[config.mk]
export PLATFORM = sky130hd
export DESIGN_NAME = axi_lite_ctrl_regs_flat
export DESIGN_NICKNAME = d
export VERILOG_FILES = /design/src/rtl/axi_lite_ctrl_regs_if.sv /design/src/rtl/axi_lite_ctrl_regs.sv /design/src/flat_wrapper.sv
export SDC_FILE = /design/constraint.sdc
export NUM_CORES = 1
export LEC_CHECK = 0
export CAP_MARGIN = 15
export CORE_MARGIN = 3
export CORE_UTILIZATION = 45
export DETAILED_ROUTE_END_ITERATION = 16
export PLACE_DENSITY = 0.73
export SYNTH_ARGS = -nofsm -noshare
export SYNTH_HDL_FRONTEND = slang
export SYNTH_SLANG_ARGS = --single-unit
export TNS_END_PERCENT = 1
[constraint.sdc]
create_clock -name S_AXI_ACLK -period 2.8 [get_ports S_AXI_ACLK]
set_clock_uncertainty 0.1 [all_clocks]
set_input_delay 0.7 -clock S_AXI_ACLK [delete_from_list [all_inputs] [get_ports S_AXI_ACLK]]
set_output_delay 0.7 -clock S_AXI_ACLK [all_outputs]
set_load 0.01 [all_outputs]
[src/rtl/axi_lite_ctrl_regs_if.sv]
// AXI4-Lite bus bundle for the crane controller register bank.
// Signal names follow the AXI4-Lite slave port names; clock and reset stay outside.
interface axi_lite_ctrl_regs_if #(
    parameter int ADDR_WIDTH = 32
);
    logic [ADDR_WIDTH-1:0] S_AXI_AWADDR;
    logic [2:0]            S_AXI_AWPROT;
    logic                  S_AXI_AWVALID;
    logic                  S_AXI_AWREADY;
    logic [31:0]           S_AXI_WDATA;
    logic [3:0]            S_AXI_WSTRB;
    logic                  S_AXI_WVALID;
    logic                  S_AXI_WREADY;
    logic [1:0]            S_AXI_BRESP;
    logic                  S_AXI_BVALID;
    logic                  S_AXI_BREADY;
    logic [ADDR_WIDTH-1:0] S_AXI_ARADDR;
    logic [2:0]            S_AXI_ARPROT;
    logic                  S_AXI_ARVALID;
    logic                  S_AXI_ARREADY;
    logic [31:0]           S_AXI_RDATA;
    logic [1:0]            S_AXI_RRESP;
    logic                  S_AXI_RVALID;
    logic                  S_AXI_RREADY;

    modport master (
        output S_AXI_AWADDR, S_AXI_AWPROT, S_AXI_AWVALID,
        input  S_AXI_AWREADY,
        output S_AXI_WDATA, S_AXI_WSTRB, S_AXI_WVALID,
        input  S_AXI_WREADY,
        input  S_AXI_BRESP, S_AXI_BVALID,
        output S_AXI_BREADY,
        output S_AXI_ARADDR, S_AXI_ARPROT, S_AXI_ARVALID,
        input  S_AXI_ARREADY,
        input  S_AXI_RDATA, S_AXI_RRESP, S_AXI_RVALID,
        output S_AXI_RREADY
    );

    modport slave (
        input  S_AXI_AWADDR, S_AXI_AWPROT, S_AXI_AWVALID,
        output S_AXI_AWREADY,
        input  S_AXI_WDATA, S_AXI_WSTRB, S_AXI_WVALID,
        output S_AXI_WREADY,
        output S_AXI_BRESP, S_AXI_BVALID,
        input  S_AXI_BREADY,
        input  S_AXI_ARADDR, S_AXI_ARPROT, S_AXI_ARVALID,
        output S_AXI_ARREADY,
        output S_AXI_RDATA, S_AXI_RRESP, S_AXI_RVALID,
        input  S_AXI_RREADY
    );
endinterface

[src/rtl/axi_lite_ctrl_regs.sv]
// AXI4-Lite slave: NUM_REGS RW control registers followed by NUM_STAT RO status words.
// Define AXI_LITE_CTRL_REGS_SLVERR_EN to answer ignored writes and out-of-range reads with SLVERR.
module axi_lite_ctrl_regs #(
    parameter int C_S_AXI_DATA_WIDTH = 32,
    parameter int C_S_AXI_ADDR_WIDTH = 32,
    parameter int NUM_REGS           = 8,
    parameter int NUM_STAT           = 2
) (
    input  logic                                     S_AXI_ACLK,
    input  logic                                     S_AXI_ARESETN,
    axi_lite_ctrl_regs_if.slave                      s_axi,
    output logic [32*NUM_REGS-1:0]                   ctrl_regs,
    output logic [NUM_REGS-1:0]                      reg_wr_pulse,
    // kept at least one word wide so NUM_STAT=0 still elaborates
    input  logic [32*(NUM_STAT > 0 ? NUM_STAT : 1)-1:0] stat_in
);
    localparam int IDX_W  = C_S_AXI_ADDR_WIDTH - 2;
    localparam int STRB_W = C_S_AXI_DATA_WIDTH / 8;

    typedef enum logic {W_IDLE, W_RESP} w_state_t;
    typedef enum logic {R_IDLE, R_RESP} r_state_t;

    logic [C_S_AXI_DATA_WIDTH-1:0] r_ctrl [NUM_REGS];
    w_state_t                      r_wstate;
    logic                          r_awready;
    logic                          r_wready;
    logic                          r_bvalid;
    logic [1:0]                    r_bresp;
    logic [IDX_W-1:0]              r_widx;
    logic [C_S_AXI_DATA_WIDTH-1:0] r_wdata;
    logic [STRB_W-1:0]             r_wstrb;
    logic [NUM_REGS-1:0]           r_pulse;
    r_state_t                      r_rstate;
    logic                          r_arready;
    logic                          r_rvalid;
    logic [1:0]                    r_rresp;
    logic [C_S_AXI_DATA_WIDTH-1:0] r_rdata;

    logic                          w_aw_hs;
    logic                          w_w_hs;
    logic                          w_commit;
    logic [IDX_W-1:0]              w_widx;
    logic [C_S_AXI_DATA_WIDTH-1:0] w_wdata;
    logic [STRB_W-1:0]             w_wstrb;
    logic [IDX_W-1:0]              w_ridx;
    logic [C_S_AXI_DATA_WIDTH-1:0] w_rd_data;
    logic [1:0]                    w_rd_resp;
    logic                          w_unused;

    // Commit uses the bypassed AW/W fields so a same-cycle AW+W answers one cycle later.
    assign w_aw_hs  = r_awready & s_axi.S_AXI_AWVALID;
    assign w_w_hs   = r_wready & s_axi.S_AXI_WVALID;
    assign w_commit = (r_wstate == W_IDLE) & (w_aw_hs | ~r_awready) & (w_w_hs | ~r_wready);
    assign w_widx   = w_aw_hs ? s_axi.S_AXI_AWADDR[C_S_AXI_ADDR_WIDTH-1:2] : r_widx;
    assign w_wdata  = w_w_hs ? s_axi.S_AXI_WDATA : r_wdata;
    assign w_wstrb  = w_w_hs ? s_axi.S_AXI_WSTRB : r_wstrb;
    assign w_ridx   = s_axi.S_AXI_ARADDR[C_S_AXI_ADDR_WIDTH-1:2];

`ifdef AXI_LITE_CTRL_REGS_SLVERR_EN
    logic w_wr_rw;
    assign w_wr_rw = (w_widx < IDX_W'(NUM_REGS));
`endif

    always_comb begin
        w_rd_data = '0;
        w_rd_resp = 2'b00;
        for (int i = 0; i < NUM_REGS; i++) begin
            if (w_ridx == IDX_W'(i)) w_rd_data = r_ctrl[i];
        end
        for (int j = 0; j < NUM_STAT; j++) begin
            if (w_ridx == IDX_W'(NUM_REGS + j)) w_rd_data = stat_in[32*j +: 32];
        end
`ifdef AXI_LITE_CTRL_REGS_SLVERR_EN
        if (w_ridx >= IDX_W'(NUM_REGS + NUM_STAT)) w_rd_resp = 2'b10;
`endif
    end

    always_ff @(posedge S_AXI_ACLK or negedge S_AXI_ARESETN) begin
        if (!S_AXI_ARESETN) begin
            r_wstate  <= W_IDLE;
            r_awready <= 1'b1;
            r_wready  <= 1'b1;
            r_bvalid  <= 1'b0;
            r_bresp   <= 2'b00;
            r_widx    <= '0;
            r_wdata   <= '0;
            r_wstrb   <= '0;
            r_pulse   <= '0;
            for (int i = 0; i < NUM_REGS; i++) r_ctrl[i] <= '0;
        end else begin
            r_pulse <= '0;
            case (r_wstate)
                W_IDLE: begin
                    if (w_aw_hs) begin
                        r_awready <= 1'b0;
                        r_widx    <= s_axi.S_AXI_AWADDR[C_S_AXI_ADDR_WIDTH-1:2];
                    end
                    if (w_w_hs) begin
                        r_wready <= 1'b0;
                        r_wdata  <= s_axi.S_AXI_WDATA;
                        r_wstrb  <= s_axi.S_AXI_WSTRB;
                    end
                    if (w_commit) begin
                        r_wstate <= W_RESP;
                        r_bvalid <= 1'b1;
`ifdef AXI_LITE_CTRL_REGS_SLVERR_EN
                        r_bresp  <= w_wr_rw ? 2'b00 : 2'b10;
`else
                        r_bresp  <= 2'b00;
`endif
                        // RO and out-of-range indices match no RW slot and are dropped here
                        for (int i = 0; i < NUM_REGS; i++) begin
                            if (w_widx == IDX_W'(i)) begin
                                r_pulse[i] <= 1'b1;
                                for (int k = 0; k < STRB_W; k++) begin
                                    if (w_wstrb[k]) r_ctrl[i][8*k +: 8] <= w_wdata[8*k +: 8];
                                end
                            end
                        end
                    end
                end
                W_RESP: begin
                    if (s_axi.S_AXI_BREADY) begin
                        r_wstate  <= W_IDLE;
                        r_bvalid  <= 1'b0;
                        r_awready <= 1'b1;
                        r_wready  <= 1'b1;
                    end
                end
            endcase
        end
    end

    // Reads sample r_ctrl before any same-cycle commit lands, so they see the old value.
    always_ff @(posedge S_AXI_ACLK or negedge S_AXI_ARESETN) begin
        if (!S_AXI_ARESETN) begin
            r_rstate  <= R_IDLE;
            r_arready <= 1'b1;
            r_rvalid  <= 1'b0;
            r_rresp   <= 2'b00;
            r_rdata   <= '0;
        end else begin
            case (r_rstate)
                R_IDLE: begin
                    if (s_axi.S_AXI_ARVALID) begin
                        r_rstate  <= R_RESP;
                        r_rdata   <= w_rd_data;
                        r_rresp   <= w_rd_resp;
                        r_rvalid  <= 1'b1;
                        r_arready <= 1'b0;
                    end
                end
                R_RESP: begin
                    if (s_axi.S_AXI_RREADY) begin
                        r_rstate  <= R_IDLE;
                        r_rvalid  <= 1'b0;
                        r_arready <= 1'b1;
                    end
                end
            endcase
        end
    end

    genvar gi;
    generate
        for (gi = 0; gi < NUM_REGS; gi++) begin : g_flat
            assign ctrl_regs[32*gi +: 32] = r_ctrl[gi];
        end
    endgenerate

    assign reg_wr_pulse        = r_pulse;
    assign s_axi.S_AXI_AWREADY = r_awready;
    assign s_axi.S_AXI_WREADY  = r_wready;
    assign s_axi.S_AXI_BVALID  = r_bvalid;
    assign s_axi.S_AXI_BRESP   = r_bresp;
    assign s_axi.S_AXI_ARREADY = r_arready;
    assign s_axi.S_AXI_RVALID  = r_rvalid;
    assign s_axi.S_AXI_RRESP   = r_rresp;
    assign s_axi.S_AXI_RDATA   = r_rdata;

    assign w_unused = ^{s_axi.S_AXI_AWPROT, s_axi.S_AXI_ARPROT,
                        s_axi.S_AXI_AWADDR[1:0], s_axi.S_AXI_ARADDR[1:0]};
endmodule

[src/flat_wrapper.sv]
// flat-port wrapper written by rule: the top's interface ports become plain ports
module axi_lite_ctrl_regs_flat 
#(
    parameter int C_S_AXI_DATA_WIDTH = 32,
    parameter int C_S_AXI_ADDR_WIDTH = 32,
    parameter int NUM_REGS           = 8,
    parameter int NUM_STAT           = 2
)
  (S_AXI_ACLK, S_AXI_ARESETN, ctrl_regs, reg_wr_pulse, stat_in, s_axi_S_AXI_AWADDR, s_axi_S_AXI_AWPROT, s_axi_S_AXI_AWVALID, s_axi_S_AXI_AWREADY, s_axi_S_AXI_WDATA, s_axi_S_AXI_WSTRB, s_axi_S_AXI_WVALID, s_axi_S_AXI_WREADY, s_axi_S_AXI_BRESP, s_axi_S_AXI_BVALID, s_axi_S_AXI_BREADY, s_axi_S_AXI_ARADDR, s_axi_S_AXI_ARPROT, s_axi_S_AXI_ARVALID, s_axi_S_AXI_ARREADY, s_axi_S_AXI_RDATA, s_axi_S_AXI_RRESP, s_axi_S_AXI_RVALID, s_axi_S_AXI_RREADY);
  axi_lite_ctrl_regs_if #(.ADDR_WIDTH(32)) s_axi_i ();
  input  logic S_AXI_ACLK;
  input  logic S_AXI_ARESETN;
  output logic [32*NUM_REGS-1:0] ctrl_regs;
  output logic [NUM_REGS-1:0] reg_wr_pulse;
  input  logic [32*(NUM_STAT > 0 ? NUM_STAT : 1)-1:0] stat_in;
  input wire logic [$bits(s_axi_i.S_AXI_AWADDR)-1:0] s_axi_S_AXI_AWADDR;
  input wire logic [$bits(s_axi_i.S_AXI_AWPROT)-1:0] s_axi_S_AXI_AWPROT;
  input wire logic [$bits(s_axi_i.S_AXI_AWVALID)-1:0] s_axi_S_AXI_AWVALID;
  output wire logic [$bits(s_axi_i.S_AXI_AWREADY)-1:0] s_axi_S_AXI_AWREADY;
  input wire logic [$bits(s_axi_i.S_AXI_WDATA)-1:0] s_axi_S_AXI_WDATA;
  input wire logic [$bits(s_axi_i.S_AXI_WSTRB)-1:0] s_axi_S_AXI_WSTRB;
  input wire logic [$bits(s_axi_i.S_AXI_WVALID)-1:0] s_axi_S_AXI_WVALID;
  output wire logic [$bits(s_axi_i.S_AXI_WREADY)-1:0] s_axi_S_AXI_WREADY;
  output wire logic [$bits(s_axi_i.S_AXI_BRESP)-1:0] s_axi_S_AXI_BRESP;
  output wire logic [$bits(s_axi_i.S_AXI_BVALID)-1:0] s_axi_S_AXI_BVALID;
  input wire logic [$bits(s_axi_i.S_AXI_BREADY)-1:0] s_axi_S_AXI_BREADY;
  input wire logic [$bits(s_axi_i.S_AXI_ARADDR)-1:0] s_axi_S_AXI_ARADDR;
  input wire logic [$bits(s_axi_i.S_AXI_ARPROT)-1:0] s_axi_S_AXI_ARPROT;
  input wire logic [$bits(s_axi_i.S_AXI_ARVALID)-1:0] s_axi_S_AXI_ARVALID;
  output wire logic [$bits(s_axi_i.S_AXI_ARREADY)-1:0] s_axi_S_AXI_ARREADY;
  output wire logic [$bits(s_axi_i.S_AXI_RDATA)-1:0] s_axi_S_AXI_RDATA;
  output wire logic [$bits(s_axi_i.S_AXI_RRESP)-1:0] s_axi_S_AXI_RRESP;
  output wire logic [$bits(s_axi_i.S_AXI_RVALID)-1:0] s_axi_S_AXI_RVALID;
  input wire logic [$bits(s_axi_i.S_AXI_RREADY)-1:0] s_axi_S_AXI_RREADY;
  assign s_axi_i.S_AXI_AWADDR = s_axi_S_AXI_AWADDR;
  assign s_axi_i.S_AXI_AWPROT = s_axi_S_AXI_AWPROT;
  assign s_axi_i.S_AXI_AWVALID = s_axi_S_AXI_AWVALID;
  assign s_axi_S_AXI_AWREADY = s_axi_i.S_AXI_AWREADY;
  assign s_axi_i.S_AXI_WDATA = s_axi_S_AXI_WDATA;
  assign s_axi_i.S_AXI_WSTRB = s_axi_S_AXI_WSTRB;
  assign s_axi_i.S_AXI_WVALID = s_axi_S_AXI_WVALID;
  assign s_axi_S_AXI_WREADY = s_axi_i.S_AXI_WREADY;
  assign s_axi_S_AXI_BRESP = s_axi_i.S_AXI_BRESP;
  assign s_axi_S_AXI_BVALID = s_axi_i.S_AXI_BVALID;
  assign s_axi_i.S_AXI_BREADY = s_axi_S_AXI_BREADY;
  assign s_axi_i.S_AXI_ARADDR = s_axi_S_AXI_ARADDR;
  assign s_axi_i.S_AXI_ARPROT = s_axi_S_AXI_ARPROT;
  assign s_axi_i.S_AXI_ARVALID = s_axi_S_AXI_ARVALID;
  assign s_axi_S_AXI_ARREADY = s_axi_i.S_AXI_ARREADY;
  assign s_axi_S_AXI_RDATA = s_axi_i.S_AXI_RDATA;
  assign s_axi_S_AXI_RRESP = s_axi_i.S_AXI_RRESP;
  assign s_axi_S_AXI_RVALID = s_axi_i.S_AXI_RVALID;
  assign s_axi_i.S_AXI_RREADY = s_axi_S_AXI_RREADY;
  axi_lite_ctrl_regs #(.C_S_AXI_DATA_WIDTH(C_S_AXI_DATA_WIDTH), .C_S_AXI_ADDR_WIDTH(C_S_AXI_ADDR_WIDTH), .NUM_REGS(NUM_REGS), .NUM_STAT(NUM_STAT)) u_core (.S_AXI_ACLK(S_AXI_ACLK), .S_AXI_ARESETN(S_AXI_ARESETN), .s_axi(s_axi_i), .ctrl_regs(ctrl_regs), .reg_wr_pulse(reg_wr_pulse), .stat_in(stat_in));
endmodule
==> summary.md <==
| Metric | Value |
|---|---|
| Share of power burned in registers | 0.406 |
| Post-Synth Simple-Gate Area | 0.0833 |
| Clk root buf | clkbuf_16 |
| Placed cells | 2459 |
| Vias in the first global route | 15700 |
| Area occupied by multi-input gates | 8450 µm² |
| Total track usage | 0.314 |
| Initial core utilization | 0.462 |
| Max-slew violations | 0 |
| Fin. Hold Viols | 0 |
| Setup crit start kind | input port |
| Largest net degree at the start of global routing | 71 |
| Register area | 9240 µm² |
| NumNets Final | 2163 |
| Chip width | 207 µm |
| Wire length per cell | 26.9 µm |
| Least-Margin Pin Slew | 934 ps |
| Site row count | 72 |
| DRT antenna net count | 0 |
| Reg clk slew, reported paths | 60 ps |
| Layout area overhead | 46.1% |
| Post-synthesis compound-gate area fraction | 0.114 |
| Layout Cells excl Fill | 2552 |
| Initial antenna violation count | 21 |
| Max-cap violations | 0 |
| Post-synth EDFFs | 0 |
| Met3 Resource Use GR | 0.0831 |
| Synth Area in Adders | 0 |
| Synth cell types | 63 |
| Commonest non-fill, non-tap cell in the layout | clkdlybuf4s50_1 |
| Period utilization | 0.964 |
| Synth Flop Type | dfrtp_1 |
| Worst Path Arrival | 3040 ps |
| Cells after synthesis | 1398 |
| Global route hottest layer | met2 |
| Synth Area per Inst | 13.0 µm² |
| CTS sink cnt | 369 |
| RSZ-0062 raised after global routing | no |
| Post-Synth XOR/XNOR Area | 0 |
| Cell area after synthesis | 18100 µm² |
| Layout fillers | 2898 |
| IO buf count | 467 |
| Post-synthesis mux area share | 0.263 |
| CTS Buffer Depth | 3 |
| Vias | 15200 |
| Clock Power Share | 0.360 |
| Warnings, synthesis | 0 |
| PwrDens | 590 nW/µm² |
| Final HPWL DP | 51400 µm |
| Met2 Track Usage GR | 0.513 |
| Largest family of logic cells by synthesized area | multiplexers |
| P_sw | 4.56 mW |
| Die area | 42700 µm² |
| Min Tclk post-route | 2700 ps |
| Chip height | 207 µm |
| I/O pin count | 482 |
| Total grt overflow | 0 |
| H-tree depth | 2 |
| Pleak | 11.1 nW |
| FMAX | 370 MHz |
| Sum of negative setup slack | 0 ps |
| CTS tree | done |
| Critical path type | input port to flip-flop |
| Top fanout value on the critical path | 14 |
| Vias per Instance | 5.95 |
| DRC Markers | 0 |
| #FFs+latches synth | 369 |
| Core box area | 39200 µm² |
| Post-CTS setup buffers | 0 |
| Max-slew headroom | 0.377 |
| Min Hold Slack | 402 ps |
| DRT Pass-1 Iters | 7 |
| Setup violators final | 0 |
| Status | complete, no violations |
| Skew-Pair Late Insertion Delay | 570 ps |
| Worst Hold Class | flip-flop to flip-flop |
| M1 GR Usage | 0.382 |
| Peak supply drop | 428 µV |
| First-pass GRT wire length | 99300 µm |
| Final core utilization | 0.675 |
| Initial DRC count | 1051 |
| WL final | 68700 µm |
| Data required, critical path | 3140 ps |
| Gpl congestion | 0.894 |
| Seq/Total Area, Yosys | 0.510 |
| Synth async-reset ratio | 1.00 |
| Total power | 15.6 mW |
| CTS Buf Count | 42 |
| Commonest non-fill, non-tap cells in the layout | clkdlybuf4s50_1, dfrtp_1, mux2_2 |
| Critical path endpoint category | flip-flop |
| Sw frac | 0.292 |
| Internal | 11.1 mW |
| Comb power frac | 0.233 |
| Layout cells sized above 1 | 0.331 |
## cells in the mapped netlist, types with 8 or more instances
library cell	number	share of area
dfrtp_1	366	0.51
mux2_2	335	0.21
nand3_1	77	0.021
clkbuf_1	47	0.0097
nand2_1	42	0.0087
nor2_1	39	0.0081
a22oi_1	35	0.015
o21ai_0	32	0.0088
a211oi_4	30	0.033
mux4_2	30	0.037
nand2b_1	29	0.010
inv_1	28	0.0058
o22ai_1	27	0.0093
nor3_1	26	0.0072
nor4_1	26	0.0090
buf_2	21	0.0058
a21oi_1	20	0.0055
o211ai_1	17	0.0070
mux2_4	16	0.013
a22o_1	14	0.0068
a31oi_1	14	0.0048
o2bb2ai_1	13	0.0063
buf_1	8	0.0017
## sequential cells by signal, summed over array words and instances, names as in the netlist
name                        count
u_core.s_axi.S_AXI_RDATA       32
u_core.r_wdata                 32
u_core.r_wstrb                  4
u_core.r_wstate                 1
u_core.s_axi.S_AXI_WREADY       1
u_core.r_rstate                 1
u_core.r_widx                  30
u_core.reg_wr_pulse             8
u_core.s_axi.S_AXI_AWREADY      1
u_core.s_axi.S_AXI_BVALID       1
u_core.s_axi.S_AXI_ARREADY      1
u_core.ctrl_regs              256
u_core.s_axi.S_AXI_RVALID       1
## stage by stage
step | worst slack, ps | cell area [µm²]
6_report | 99.9 | 26500
5_1_grt | 8.59 | 26500
4_1_cts | 114 | 26400
3_5_place_dp | -485 | 25000
3_3_place_gp | -443 | 25000
2_1_floorplan | 77.6 | 18100
## final cells by class
class	count	area share
antenna	16	0.00151
clock buffer	62	0.0476
multi-input combinational	917	0.319
clock inverter	14	0.00572
sequential	369	0.349
timing repair buffer	628	0.248
tap	518	0.0245
inverter	28	0.00397
## power groups by stage
stage	Sequential (mW)	Combinational, mW	Clock (mW)
2_1_floorplan	6.30	1.99	0
3_3_place_gp	6.37	3.49	0
3_5_place_dp	6.42	3.59	0
4_1_cts	6.33	3.62	5.73
5_1_grt	6.40	3.91	5.97
6_report	6.34	3.64	5.63
## worst max-delay path, stage by stage
cell             delay, ps
clkdlybuf4s50_1        550
a21boi_0               410
or2_2                  380
nand3_1                190
a211oi_4               290
buf_12                 180
mux2_2                 340
## layer usage
layer / up-vias / share of wire
li1: 6449 / -
met1: 7722 / 0.37
met2: 774 / 0.48
met3: 215 / 0.090
met4: 14 / 0.055
met5: - / 0.0012
## cell families after synthesis
group                  count (synthesis)
multiplexers                         389
flip-flops                           369
AND/OR/NAND/NOR                      283
AO/OA/AOI/OAI                        241
buffers and inverters                115
other                                  1
## worst paths after layout
kind	startpoint	to	slack, ps	cells past startpoint
max	s_axi_S_AXI_AWVALID	u_core.ctrl_regs[121]$_DFFE_PN0P_	100	7
min	u_core.r_wstrb[0]$_DFFE_PN0N_	u_core.r_wstrb[0]$_DFFE_PN0N_	400	1
max reg2reg	u_core.s_axi.S_AXI_AWREADY$_DFFE_PN1P_	u_core.ctrl_regs[88]$_DFFE_PN0P_	270	6
min reg2reg	u_core.r_wstrb[0]$_DFFE_PN0N_	u_core.r_wstrb[0]$_DFFE_PN0N_	400	1
max in group asynchronous	S_AXI_ARESETN	u_core.r_wdata[7]$_DFFE_PN0N_	1220	3
min in group asynchronous	S_AXI_ARESETN	u_core.r_wdata[18]$_DFFE_PN0N_	560	2
## repair_timing
action | CTS | global route
endpoints found under the setup margin | 0 | 7
endpoints found under the hold margin | 45 | 0
resized for setup | 0 | 1
hold buffers | 1 | 0
Power figures use the tool's default switching activity.
